$ cat config.mk
export PLATFORM = sky130hd
export DESIGN_NAME = vmx_result_drain_flat
export DESIGN_NICKNAME = d
export VERILOG_FILES = /design/src/rtl/vmx_result_drain_pkg.sv /design/src/rtl/vmx_result_drain_if.sv /design/src/rtl/vmx_result_drain_vec_fifo.sv /design/src/rtl/vmx_result_drain.sv /design/src/flat_wrapper.sv
export SDC_FILE = /design/constraint.sdc
export NUM_CORES = 1
export LEC_CHECK = 0
export BUFFER_PORTS_ARGS = -buffer_cell sky130_fd_sc_hd__clkbuf_2
export CAP_MARGIN = 30
export CORE_UTILIZATION = 50
export CTS_CLUSTER_DIAMETER = 30
export DETAILED_ROUTE_END_ITERATION = 10
export GPL_ROUTABILITY_DRIVEN = 0
export PLACE_DENSITY_LB_ADDON = 0.1
export RECOVER_POWER = 50
export SLEW_MARGIN = 20
export SYNTH_ARGS = -nofsm -noshare
export SYNTH_HDL_FRONTEND = slang
export SYNTH_SLANG_ARGS = --single-unit
$ cat constraint.sdc
create_clock -name clk -period 16.1 [get_ports clk]
set_input_delay 4.025 -clock clk [delete_from_list [all_inputs] [get_ports clk]]
set_output_delay 4.025 -clock clk [all_outputs]
set_load 0.03 [all_outputs]
$ cat src/rtl/vmx_result_drain_pkg.sv
// Shared vmx package: product width derivation, counter width helper and the
// drain FSM state encoding. Reused by the PE array wrappers and the drain.
package vmx_result_drain_pkg;

    // Drain FSM states: IDLE while the FIFO is empty, SEND while a beat is offered.
    typedef enum logic [0:0] {
        IDLE = 1'b0,
        SEND = 1'b1
    } drain_state_t;

    // A product lane holds the full-precision product of two operands.
    function automatic int product_bitlen(input int vectors_bitlen);
        return 2 * vectors_bitlen;
    endfunction

    // Width of a counter that indexes n items; never narrower than one bit.
    function automatic int cnt_width(input int n);
        return (n > 1) ? $clog2(n) : 1;
    endfunction

endpackage

$ cat src/rtl/vmx_result_drain_if.sv
// Result-drain bus: the capture side (ena/product/prod_valid) and the
// AXI-Stream style output side (m_tdata/m_tvalid/m_tready/m_tlast).
//
// Handshake: a beat transfers on a rising clk edge where m_tvalid and
// m_tready are both 1. While m_tvalid=1 and m_tready=0, m_tdata and m_tlast
// stay constant. m_tvalid never depends on m_tready. A result vector is
// captured on an edge where ena=1 and prod_valid=1; there is no back-pressure
// on the capture side -- a vector that finds no room is dropped.
interface vmx_result_drain_if
    import vmx_result_drain_pkg::*;
#(
    parameter int ARRAY_SIZE     = 4,
    parameter int VECTORS_BITLEN = 16
) ();

    localparam int PRODUCT_BITLEN = product_bitlen(VECTORS_BITLEN);

    logic                                 ena;
    logic [PRODUCT_BITLEN*ARRAY_SIZE-1:0] product;
    logic                                 prod_valid;
    logic [PRODUCT_BITLEN-1:0]            m_tdata;
    logic                                 m_tvalid;
    logic                                 m_tready;
    logic                                 m_tlast;

    // Producer/consumer side: drives capture inputs and m_tready.
    modport master (
        output ena, product, prod_valid, m_tready,
        input  m_tdata, m_tvalid, m_tlast
    );

    // Drain side: receives vectors and drives the output stream.
    modport slave (
        input  ena, product, prod_valid, m_tready,
        output m_tdata, m_tvalid, m_tlast
    );

endinterface

$ cat src/rtl/vmx_result_drain_vec_fifo.sv
// vmx_vec_fifo: storage for whole result vectors. Pointers carry one extra
// bit so full (same slot, different lap) and empty (identical) are distinct.
// The head vector is read combinationally.
module vmx_vec_fifo #(
    parameter int WIDTH = 128,
    parameter int DEPTH = 8
) (
    input  logic                     clk,
    input  logic                     rst,
    input  logic                     push,
    input  logic                     pop,
    input  logic [WIDTH-1:0]         wdata,
    output logic [WIDTH-1:0]         rdata,
    output logic                     full,
    output logic [$clog2(DEPTH):0]   level
);

    localparam int AW = $clog2(DEPTH);

    logic [WIDTH-1:0] mem [DEPTH];
    logic [AW:0]      wr_ptr;
    logic [AW:0]      rd_ptr;

    // Vector storage; no reset so it can map onto RAM.
    always_ff @(posedge clk) begin
        if (push) begin
            mem[wr_ptr[AW-1:0]] <= wdata;
        end
    end

    // Read/write pointers, wrapping modulo 2*DEPTH.
    always_ff @(posedge clk or posedge rst) begin
        if (rst) begin
            wr_ptr <= '0;
            rd_ptr <= '0;
        end else begin
            if (push) begin
                wr_ptr <= wr_ptr + (AW+1)'(1);
            end
            if (pop) begin
                rd_ptr <= rd_ptr + (AW+1)'(1);
            end
        end
    end

    assign rdata = mem[rd_ptr[AW-1:0]];
    assign level = wr_ptr - rd_ptr;
    assign full  = (wr_ptr[AW] != rd_ptr[AW]) && (wr_ptr[AW-1:0] == rd_ptr[AW-1:0]);

endmodule

$ cat src/rtl/vmx_result_drain.sv
// vmx_result_drain: buffers PE-array result vectors and serialises them one
// product lane per beat onto a stream, with m_tlast every FRAME_LEN vectors.
// A vector arriving with no room is dropped and flagged in sticky overflow.
// Optional build macro VMX_DRAIN_SAT_EN: clamp each lane to the signed
// VECTORS_BITLEN range and sign-extend it onto m_tdata.
module vmx_result_drain
    import vmx_result_drain_pkg::*;
#(
    parameter int ARRAY_SIZE     = 4,
    parameter int VECTORS_BITLEN = 16,
    parameter int FIFO_DEPTH     = 8,
    parameter int FRAME_LEN      = 4
) (
    input  logic                          clk,
    input  logic                          rst,
    vmx_result_drain_if.slave             bus,
    input  logic                          clr_ovf,
    output logic                          overflow,
    output logic [$clog2(FIFO_DEPTH):0]   fifo_level,
    output drain_state_t                  state_dbg
);

    localparam int PB      = product_bitlen(VECTORS_BITLEN);
    localparam int VW      = PB * ARRAY_SIZE;
    localparam int LANE_W  = cnt_width(ARRAY_SIZE);
    localparam int FRAME_W = cnt_width(FRAME_LEN);
    localparam int LVL_W   = $clog2(FIFO_DEPTH) + 1;

    drain_state_t        state;
    drain_state_t        state_nxt;
    logic [LANE_W-1:0]   lane_cnt;
    logic [FRAME_W-1:0]  frame_cnt;
    logic [VW-1:0]       head;
    logic                full;
    logic                tvalid;
    logic                fire;
    logic                last_lane;
    logic                pop;
    logic                push_req;
    logic                push;
    logic                drop;
    logic [PB-1:0]       lane_raw;
    logic [PB-1:0]       lane_out;

    assign push_req  = bus.ena & bus.prod_valid;
    assign fire      = tvalid & bus.m_tready;
    assign last_lane = (lane_cnt == LANE_W'(ARRAY_SIZE - 1));
    assign pop       = fire & last_lane;
    // A full FIFO still takes the vector when the head leaves on the same edge.
    assign push      = push_req & (~full | pop);
    assign drop      = push_req & full & ~pop;

    vmx_vec_fifo #(
        .WIDTH (VW),
        .DEPTH (FIFO_DEPTH)
    ) u_fifo (
        .clk   (clk),
        .rst   (rst),
        .push  (push),
        .pop   (pop),
        .wdata (bus.product),
        .rdata (head),
        .full  (full),
        .level (fifo_level)
    );

    // FSM state register.
    always_ff @(posedge clk or posedge rst) begin
        if (rst) begin
            state <= IDLE;
        end else begin
            state <= state_nxt;
        end
    end

    // FSM next state and m_tvalid; SEND exactly while the FIFO holds a vector.
    always_comb begin
        state_nxt = state;
        tvalid    = 1'b0;
        case (state)
            IDLE: begin
                if (push) begin
                    state_nxt = SEND;
                end
            end
            SEND: begin
                tvalid = 1'b1;
                if (pop && !push && fifo_level == LVL_W'(1)) begin
                    state_nxt = IDLE;
                end
            end
            default: begin
                state_nxt = IDLE;
            end
        endcase
    end

    // Lane and frame counters; both move only on accepted beats.
    always_ff @(posedge clk or posedge rst) begin
        if (rst) begin
            lane_cnt  <= '0;
            frame_cnt <= '0;
        end else if (fire) begin
            if (last_lane) begin
                lane_cnt <= '0;
                if (frame_cnt == FRAME_W'(FRAME_LEN - 1)) begin
                    frame_cnt <= '0;
                end else begin
                    frame_cnt <= frame_cnt + FRAME_W'(1);
                end
            end else begin
                lane_cnt <= lane_cnt + LANE_W'(1);
            end
        end
    end

    // Select the current lane of the head vector.
    always_comb begin
        lane_raw = '0;
        for (int k = 0; k < ARRAY_SIZE; k++) begin
            if (lane_cnt == LANE_W'(k)) begin
                lane_raw = head[k*PB +: PB];
            end
        end
    end

`ifdef VMX_DRAIN_SAT_EN
    localparam logic [PB-1:0] SAT_MAX = {{(PB-VECTORS_BITLEN+1){1'b0}}, {(VECTORS_BITLEN-1){1'b1}}};
    localparam logic [PB-1:0] SAT_MIN = {{(PB-VECTORS_BITLEN+1){1'b1}}, {(VECTORS_BITLEN-1){1'b0}}};

    logic [PB-VECTORS_BITLEN:0] sign_bits;
    assign sign_bits = lane_raw[PB-1:VECTORS_BITLEN-1];

    // Clamp: the lane fits when every bit above the narrow sign bit matches it.
    always_comb begin
        lane_out = lane_raw;
        if (!((&sign_bits) || !(|sign_bits))) begin
            lane_out = lane_raw[PB-1] ? SAT_MIN : SAT_MAX;
        end
    end
`else
    assign lane_out = lane_raw;
`endif

    // Sticky overflow; clearing wins over a same-cycle drop.
    always_ff @(posedge clk or posedge rst) begin
        if (rst) begin
            overflow <= 1'b0;
        end else if (clr_ovf) begin
            overflow <= 1'b0;
        end else if (drop) begin
            overflow <= 1'b1;
        end
    end

    assign bus.m_tvalid = tvalid;
    assign bus.m_tdata  = tvalid ? lane_out : '0;
    assign bus.m_tlast  = tvalid & last_lane & (frame_cnt == FRAME_W'(FRAME_LEN - 1));
    assign state_dbg    = state;

endmodule

$ cat src/flat_wrapper.sv
// flat-port wrapper written by rule: the top's interface ports become plain ports
module vmx_result_drain_flat import vmx_result_drain_pkg::*;
#(
    parameter int ARRAY_SIZE     = 4,
    parameter int VECTORS_BITLEN = 16,
    parameter int FIFO_DEPTH     = 8,
    parameter int FRAME_LEN      = 4
)
  (clk, rst, clr_ovf, overflow, fifo_level, state_dbg, bus_ena, bus_product, bus_prod_valid, bus_m_tready, bus_m_tdata, bus_m_tvalid, bus_m_tlast);
  vmx_result_drain_if #(.ARRAY_SIZE(ARRAY_SIZE), .VECTORS_BITLEN(VECTORS_BITLEN)) bus_i ();
  input  logic clk;
  input  logic rst;
  input  logic clr_ovf;
  output logic overflow;
  output logic [$clog2(FIFO_DEPTH):0] fifo_level;
  output drain_state_t state_dbg;
  input wire logic [$bits(bus_i.ena)-1:0] bus_ena;
  input wire logic [$bits(bus_i.product)-1:0] bus_product;
  input wire logic [$bits(bus_i.prod_valid)-1:0] bus_prod_valid;
  input wire logic [$bits(bus_i.m_tready)-1:0] bus_m_tready;
  output wire logic [$bits(bus_i.m_tdata)-1:0] bus_m_tdata;
  output wire logic [$bits(bus_i.m_tvalid)-1:0] bus_m_tvalid;
  output wire logic [$bits(bus_i.m_tlast)-1:0] bus_m_tlast;
  assign bus_i.ena = bus_ena;
  assign bus_i.product = bus_product;
  assign bus_i.prod_valid = bus_prod_valid;
  assign bus_i.m_tready = bus_m_tready;
  assign bus_m_tdata = bus_i.m_tdata;
  assign bus_m_tvalid = bus_i.m_tvalid;
  assign bus_m_tlast = bus_i.m_tlast;
  vmx_result_drain #(.ARRAY_SIZE(ARRAY_SIZE), .VECTORS_BITLEN(VECTORS_BITLEN), .FIFO_DEPTH(FIFO_DEPTH), .FRAME_LEN(FRAME_LEN)) u_core (.clk(clk), .rst(rst), .bus(bus_i), .clr_ovf(clr_ovf), .overflow(overflow), .fifo_level(fifo_level), .state_dbg(state_dbg));
endmodule
==> results.toml, run 1 <==
[outcome]
outcome = "completed"

[pwr]
ir_worst_vdd_v = 0.000227
powerDensity_mw_per_mm2 = 206
p_leak_nw = 16.1

[logic_synthesis]
synthesis.area_mm2 = 0.0404
syn_inst = 1971
synth_edf_count = 1024
synth_fp_nets = 2116
synthMuxAreaShare_pct = 13.2
synth_warnings = 0
synth.avg_cell_area_um2 = 20.5
synth_flop_cell = "edfxtp_1"
synth-simple-area-share_pct = 3.04
synth_top_family_by_area = "multiplexers"
synth_xor_area_share_pct = 0.173
synth_compound_area_share_pct = 3.97
synth-adder-area-share_pct = 0.359
ys_seq_area_share_pct = 76.9
ys_ff_latch = 1038
ys_async_sr_fraction_pct = 1.35
ys_types = 41

[worst_hold_path]
hp-start = "u_core.u_fifo.wr_ptr[3]"
worstHoldPathCells = 1
worstHoldEndpoint = "u_core.u_fifo.wr_ptr[3]"
hp-class = "reg -> reg"

[timing]
hold_viol_final = 0
layout_min_cycle_time_ns = 8.95
slew_headroom_pct = 21.8
clock.fmax_ghz = 0.112
rsz0062_at_grt = "no"
worst_slew_pin_slew_ns = 1.17
timing.final.ws_setup_ns = 7.15
finalSetupTns_ns = 0
finClkSkew_ns = 0.0366
finalCritPeriodShare_pct = 55.6
setup_viol = 0
report.final.slew_viol_count = 0

[global_route]
busiest_layer = "met2"
track_usage_pct = 24.4
grt-ovfl-total = 0
antenna_found_initial = 14
use_met1_pct = 32.0
met2_usage_pct = 39.4
grt_max_degree = 148
grt_pass1_wl_mm = 143
met3_usage_pct = 6.41
grt_pass1_vias = 21600

[floorplan]
fp.dieW_um = 286
num_io_pins = 174
core.rowCount = 103
start_util_pct = 50.8
floorplan.die.height_um = 286
coreArea_mm2 = 0.0795
die-area_mm2 = 0.0820

[detailed_routing]
wl_mm = 97.5
drcViolationCount = 0
routed_via_density = 5.92
routed-via-count = 20600
drtPass1Iterations = 5
wl_per_cell_um = 28.1
antenna_left = 0
drt_iter0_drc = 1522

[place]
placed_cells = 3117
io_buffers = 173
place_area_mm2 = 0.0422
pre_cts_ws_ns = 7.71
dp_hpwl_mm = 51.2

[worst_setup_path]
r2r-end = "u_core.u_fifo.mem[1][78]"
path_class = "reg -> out"
r2r_setup_slack_ns = 9.24
required_ns = 12.07
cp.arrival_ns = 4.93
reg2reg_depth = 10
end_kind = "output port"
critPathLaunchType = "flop"
r2r_start = "u_core.u_fifo.rd_ptr[2]"
crit_fanout = 98

[clock_network]
clock_path_buffers = 3
numCtsBuffers = 194
clock_latency_ns = 0.76
post-cts-setup-buffers = 0
clkSinkCount = 1038
ctsResizeCount = 0
cts.reportedPaths.clkPinSlew_ns = 0.05
root_buffer = "clkbuf_16"
htreeDepth = 4
postCtsHoldBufs = 0
tritoncts = "yes"

[run]
maxCapViolations = 0

[final_layout]
fin_nets = 2410
drive_gt1_share_pct = 25.2
finalNonFillerCells = 3475
num-fill-cells = 5657
areaGrowthSynthToFinish_pct = 20.9
fin_area_mm2 = 0.0489
[layer usage]
| layer | part of all wire, % | vias to the layer above |
|---|---|---|
| met3 | 6.6 | 143 |
| met1 | 41 | 10900 |
| met2 | 50 | 694 |
| li1 | - | 8780 |
| met5 | 0.12 | - |
| met4 | 2.4 | 18 |
[cell families after synthesis]
| kind of cell | Yosys count |
|---|---|
| XOR/XNOR | 8 |
| flip-flops | 1038 |
| AND/OR/NAND/NOR | 294 |
| adder cells (fa/ha/maj) | 11 |
| buffers and inverters | 129 |
| multiplexers | 292 |
| AO/OA/AOI/OAI | 199 |
[state kept, by name (all words and copies together), names as in the netlist]
register / cells
u_core.frame_cnt: 2
u_core.lane_cnt: 2
u_core.overflow: 1
u_core.state_dbg: 1
u_core.u_fifo.mem: 1024
u_core.u_fifo.rd_ptr: 4
u_core.u_fifo.wr_ptr: 4
[report_power, final]
group	switching, mW	internal, mW	total, mW
clock	1.35	2.74	4.09
sequential	0.116	3.22	3.33
combinational	1.68	0.944	2.63
total	3.15	6.90	10.1
[worst max path at each step]
stage | startpoint | end | slack (ns)
floorplan | bus_m_tready | u_core.u_fifo.mem[2][0] | 1.94
global placement | u_core.u_fifo.rd_ptr[0] | bus_m_tdata[0] | 7.42
detailed placement | bus_m_tready | u_core.u_fifo.mem[1][15] | 7.71
CTS | u_core.u_fifo.rd_ptr[0] | bus_m_tdata[7] | 6.97
global route | u_core.u_fifo.rd_ptr[2] | bus_m_tdata[11] | 6.98
finish | u_core.u_fifo.rd_ptr[2] | bus_m_tdata[11] | 7.15
[cells in the mapped netlist, drive strengths merged, types with 5 or more instances]
library cell / instances / area share [%]
a211oi: 32 / 0.59
a21oi: 33 / 0.41
a221oi: 32 / 0.79
a311oi: 64 / 1.4
a31o: 32 / 0.69
buf: 75 / 1.8
clkbuf: 43 / 0.40
dfrtp: 14 / 0.87
edfxtp: 1024 / 76
ha: 10 / 0.31
inv: 10 / 0.093
mux2i: 96 / 2.4
mux4: 192 / 11
nand2: 231 / 2.1
nor2: 12 / 0.11
nor2b: 34 / 0.53
xnor2: 5 / 0.11
[stage by stage]
step,power [mW],hold WS (ns),utilization (%)
global route,10.4,0.522,61.4
global placement,6.01,0.480,53.0
finish,10.1,0.493,61.4
detailed placement,6.04,0.487,53.1
CTS,10.1,0.496,61.6
floorplan,5.27,0.461,-
[cell type report]
class | count | area [um^2] | area share, %
well taps | 1050 | 1310 | 2.69
clock inverters | 132 | 1720 | 3.51
diodes | 4 | 10.0 | 0.0205
multi-input cells | 804 | 8450 | 17.3
repair buffers | 216 | 1190 | 2.44
inverters | 11 | 41.3 | 0.0845
flip-flops and latches | 1038 | 31100 | 63.7
clock buffers | 220 | 5010 | 10.3
[critical path, cell delays in order, from the launching register on]
cell      delay, ns
dfrtp_4        0.78
buf_12         0.52
inv_2          0.49
nor2_4         0.45
buf_4          0.46
a221oi_1       0.18
a311oi_1       0.78
a311oi_1       0.15
clkbuf_2       0.24
[layout by cell type, fill, tap and decap left out, types with 3 or more instances in the layout]
cell and instances:
a211oi_1 32, a21o_1 3, a21oi_1 33, a221oi_1 26, a221oi_2 6, a311oi_1 64
a31o_1 32, buf_12 10, buf_4 31, bufinv_16 32, clkbuf_1 152, clkbuf_16 196
clkbuf_2 43, clkinv_1 28, clkinv_16 6, clkinv_2 27, clkinv_4 8, clkinvlp_4 21
dfrtp_1 11, dfrtp_4 3, diode_2 4, edfxtp_1 1024, ha_1 9, inv_1 8
inv_6 9, mux2_2 4, mux2i_1 96, mux4_2 192, nand2_1 231, nand3_1 3
nor2_1 4, nor2_4 7, nor2b_1 33, xnor2_1 5, xor2_1 3
Note: power is estimated with default switching activity, not from simulation.
==> inputs of run 2 (changes only) <==
--- a/config.mk
+++ b/config.mk
@@ -5,6 +5,7 @@
 export SDC_FILE = /design/constraint.sdc
 export NUM_CORES = 1
 export LEC_CHECK = 0
+export ABC_AREA = 1
 export BUFFER_PORTS_ARGS = -buffer_cell sky130_fd_sc_hd__clkbuf_2
 export CAP_MARGIN = 30
 export CORE_UTILIZATION = 50
==> constraint.sdc (replaced) <==
create_clock -name clk -period 7.2 [get_ports clk]
set_input_delay 1.8 -clock clk [delete_from_list [all_inputs] [get_ports clk]]
set_output_delay 1.8 -clock clk [all_outputs]
set_load 0.03 [all_outputs]
==> results.toml, run 2 <==
[logic_synthesis]
synth_top_cell_by_area = "edfxtp_1"
synthesis.area_mm2 = 0.0426
netlist_top_cells_area = "edfxtp_1 (72%), nand2_1 (11%), nand3_1 (8.7%)"
synth_flop_cell = "edfxtp_1"
ys_types = 30
synth_top_area_share_pct = 72.2
synth_edf_count = 1024
synth.most_common_cell = "nand2_1"
synth.avg_cell_area_um2 = 11.7
synth_warnings = 0
synth_common_cells = "nand2_1 (1266), edfxtp_1 (1024), nand3_1 (737)"
ys_async_sr_fraction_pct = 1.35
syn_inst = 3651
ys_ff_latch = 1038
ys_seq_area_share_pct = 73.0
synth_fp_nets = 3796

[place]
io_buffers = 173
placed_cells = 4776
place_area_mm2 = 0.0444
pre_cts_ws_ns = 1.89
dp_hpwl_mm = 61.1

[clock_network]
ctsResizeCount = 0
post-cts-setup-buffers = 0
cts.reportedPaths.clkPinSlew_ns = 0.05
postCtsHoldBufs = 0
clkSinkCount = 1038
clock_path_buffers = 3
numCtsBuffers = 197
clock_latency_ns = 0.77
tritoncts = "yes"
htreeDepth = 4
root_buffer = "clkbuf_16"

[global_route]
met3_usage_pct = 6.13
grt_max_degree = 203
antenna_found_initial = 22
track_usage_pct = 27.6
grt_pass1_vias = 27800
grt_pass1_wl_mm = 175
grt-ovfl-total = 0
use_met1_pct = 37.6
busiest_layer = "met2"
met2_usage_pct = 43.4

[final_layout]
finalNonFillerCells = 5149
fin_nets = 3988
areaGrowthSynthToFinish_pct = 19.3
layout_commonest_cell = "nand2_1"
drive_gt1_share_pct = 10.1
fin_util_pct = 60.5
fin_area_mm2 = 0.0508
largest_reg_flops = 1024
final_cell_mix = "nand2_1 (1268), edfxtp_1 (1024), nand3_1 (739)"

[worst_setup_path]
r2r-end = "u_core.u_fifo.mem[7][28]"
critPathLaunchType = "flop"
reg2reg_depth = 10
cp.arrival_ns = 4.37
end_kind = "output port"
path_class = "reg -> out"
required_ns = 5.40
crit_fanout = 97
r2r_setup_slack_ns = 1.88
r2r_start = "u_core.lane_cnt[0]"

[timing]
report.final.slew_viol_count = 53
worst_slew_pin_slew_ns = 1.59
finalCritPeriodShare_pct = 85.7
finalSetupTns_ns = 0
hold_viol_final = 0
layout_min_cycle_time_ns = 6.17
slew_headroom_pct = -5.90
worst_hold_slack_ns = 0.490
setup_viol = 0
rsz0062_at_grt = "no"
clock.fmax_ghz = 0.162
timing.final.ws_setup_ns = 1.03
finClkSkew_ns = 0.0316

[detailed_routing]
routed_via_density = 5.51
drt_iter0_drc = 2637
wl_per_cell_um = 22.9
drtPass1Iterations = 8
routed-via-count = 28400
drcViolationCount = 0
wl_mm = 118
antenna_left = 0

[floorplan]
start_util_pct = 50.8
num_io_pins = 174
die-area_mm2 = 0.0864
fp.dieW_um = 294
coreArea_mm2 = 0.0840
core.rowCount = 106
floorplan.die.height_um = 294

[pwr]
power_mw = 23.7
ir_worst_vdd_v = 0.000430
p_leak_nw = 19.2
powerDensity_mw_per_mm2 = 466

[run]
maxCapViolations = 2

[outcome]
outcome = "finished, violations left"
violations = "max-capacitance violations, max-slew violations"

[worst_hold_path]
worstHoldPathCells = 1
worstHoldEndpoint = "u_core.u_fifo.wr_ptr[3]"
hp-class = "reg -> reg"
hp-start = "u_core.u_fifo.wr_ptr[3]"
## run 2: changes by cell type after synthesis, moves of 32 or more
cell | before | now
mux4_2 | 192 | 0
a21oi_1 | 33 | 101
a311oi_1 | 64 | 0
buf_2 | 35 | 136
nand3_1 | 2 | 737
a31o_1 | 32 | 0
a211oi_1 | 32 | 0
a22oi_1 | 0 | 32
mux2i_1 | 96 | 0
inv_1 | 10 | 204
nor2b_1 | 34 | 0
nand2_1 | 231 | 1266
## run 2: logic make-up (layout without fill, tap and decap cells)
kind of cell    count (synthesis)  in the layout  synth area share, %
simple gates                 2023           2023                 20.1
flops                        1038           1038                 73.0
buf+inv                       433            789                 4.57
compound gates                138            138                 1.82
fa+ha+maj                      11             11                0.341
xor+xnor                        8              8                0.164
other cells                     0              8                    0
## run 2: routing by layer
layer | share of wire (%) | vias to the layer above
li1 | - | 13100
met4 | 2.9 | 16
met5 | 0.087 | -
met1 | 42 | 14000
met2 | 47 | 1108
met3 | 7.6 | 204
## run 2: final cells by class
class | count | area (um^2)
fillers | 6664 | 33100
flip-flops and latches | 1038 | 31100
multi-input cells | 2180 | 9570
clock buffers | 231 | 5120
clock inverters | 132 | 1500
well taps | 1134 | 1420
repair buffers | 217 | 1280
inverters | 209 | 805
diodes | 8 | 20.0
## run 2: worst max-delay path by stage
stage | from | endpoint | slack [ns] | cells after the start
floorplan | bus_m_tready | u_core.u_fifo.mem[0][0] | -1.14 | 8
global placement | u_core.u_fifo.rd_ptr[0] | bus_m_tdata[5] | 1.87 | 11
detailed placement | u_core.u_fifo.rd_ptr[0] | bus_m_tdata[22] | 1.89 | 10
CTS | u_core.u_fifo.rd_ptr[0] | bus_m_tdata[22] | 1.05 | 10
global route | u_core.u_fifo.rd_ptr[0] | bus_m_tdata[5] | 0.95 | 12
finish | u_core.u_fifo.rd_ptr[0] | bus_m_tdata[5] | 1.03 | 12
## run 2: worst max-delay path, cell delays in order, from the launching register on
cell and delay (ns):
dfrtp_4 0.72, inv_8 0.46, buf_16 0.39, buf_4 0.44
nand2_1 0.09, nand3_1 0.09, nand2_1 0.07, nand2_1 0.06
nand3_1 0.17, nand3_1 0.30, nand2_1 0.13, a21oi_1 0.23
clkbuf_2 0.28
## run 2: report_power, final
group,switching (mW),leakage [nW],internal [mW]
clock network,3.06,3.14,5.91
registers,0.278,9.41,7.20
logic,5.39,6.70,1.85
total,8.73,19.2,15.0
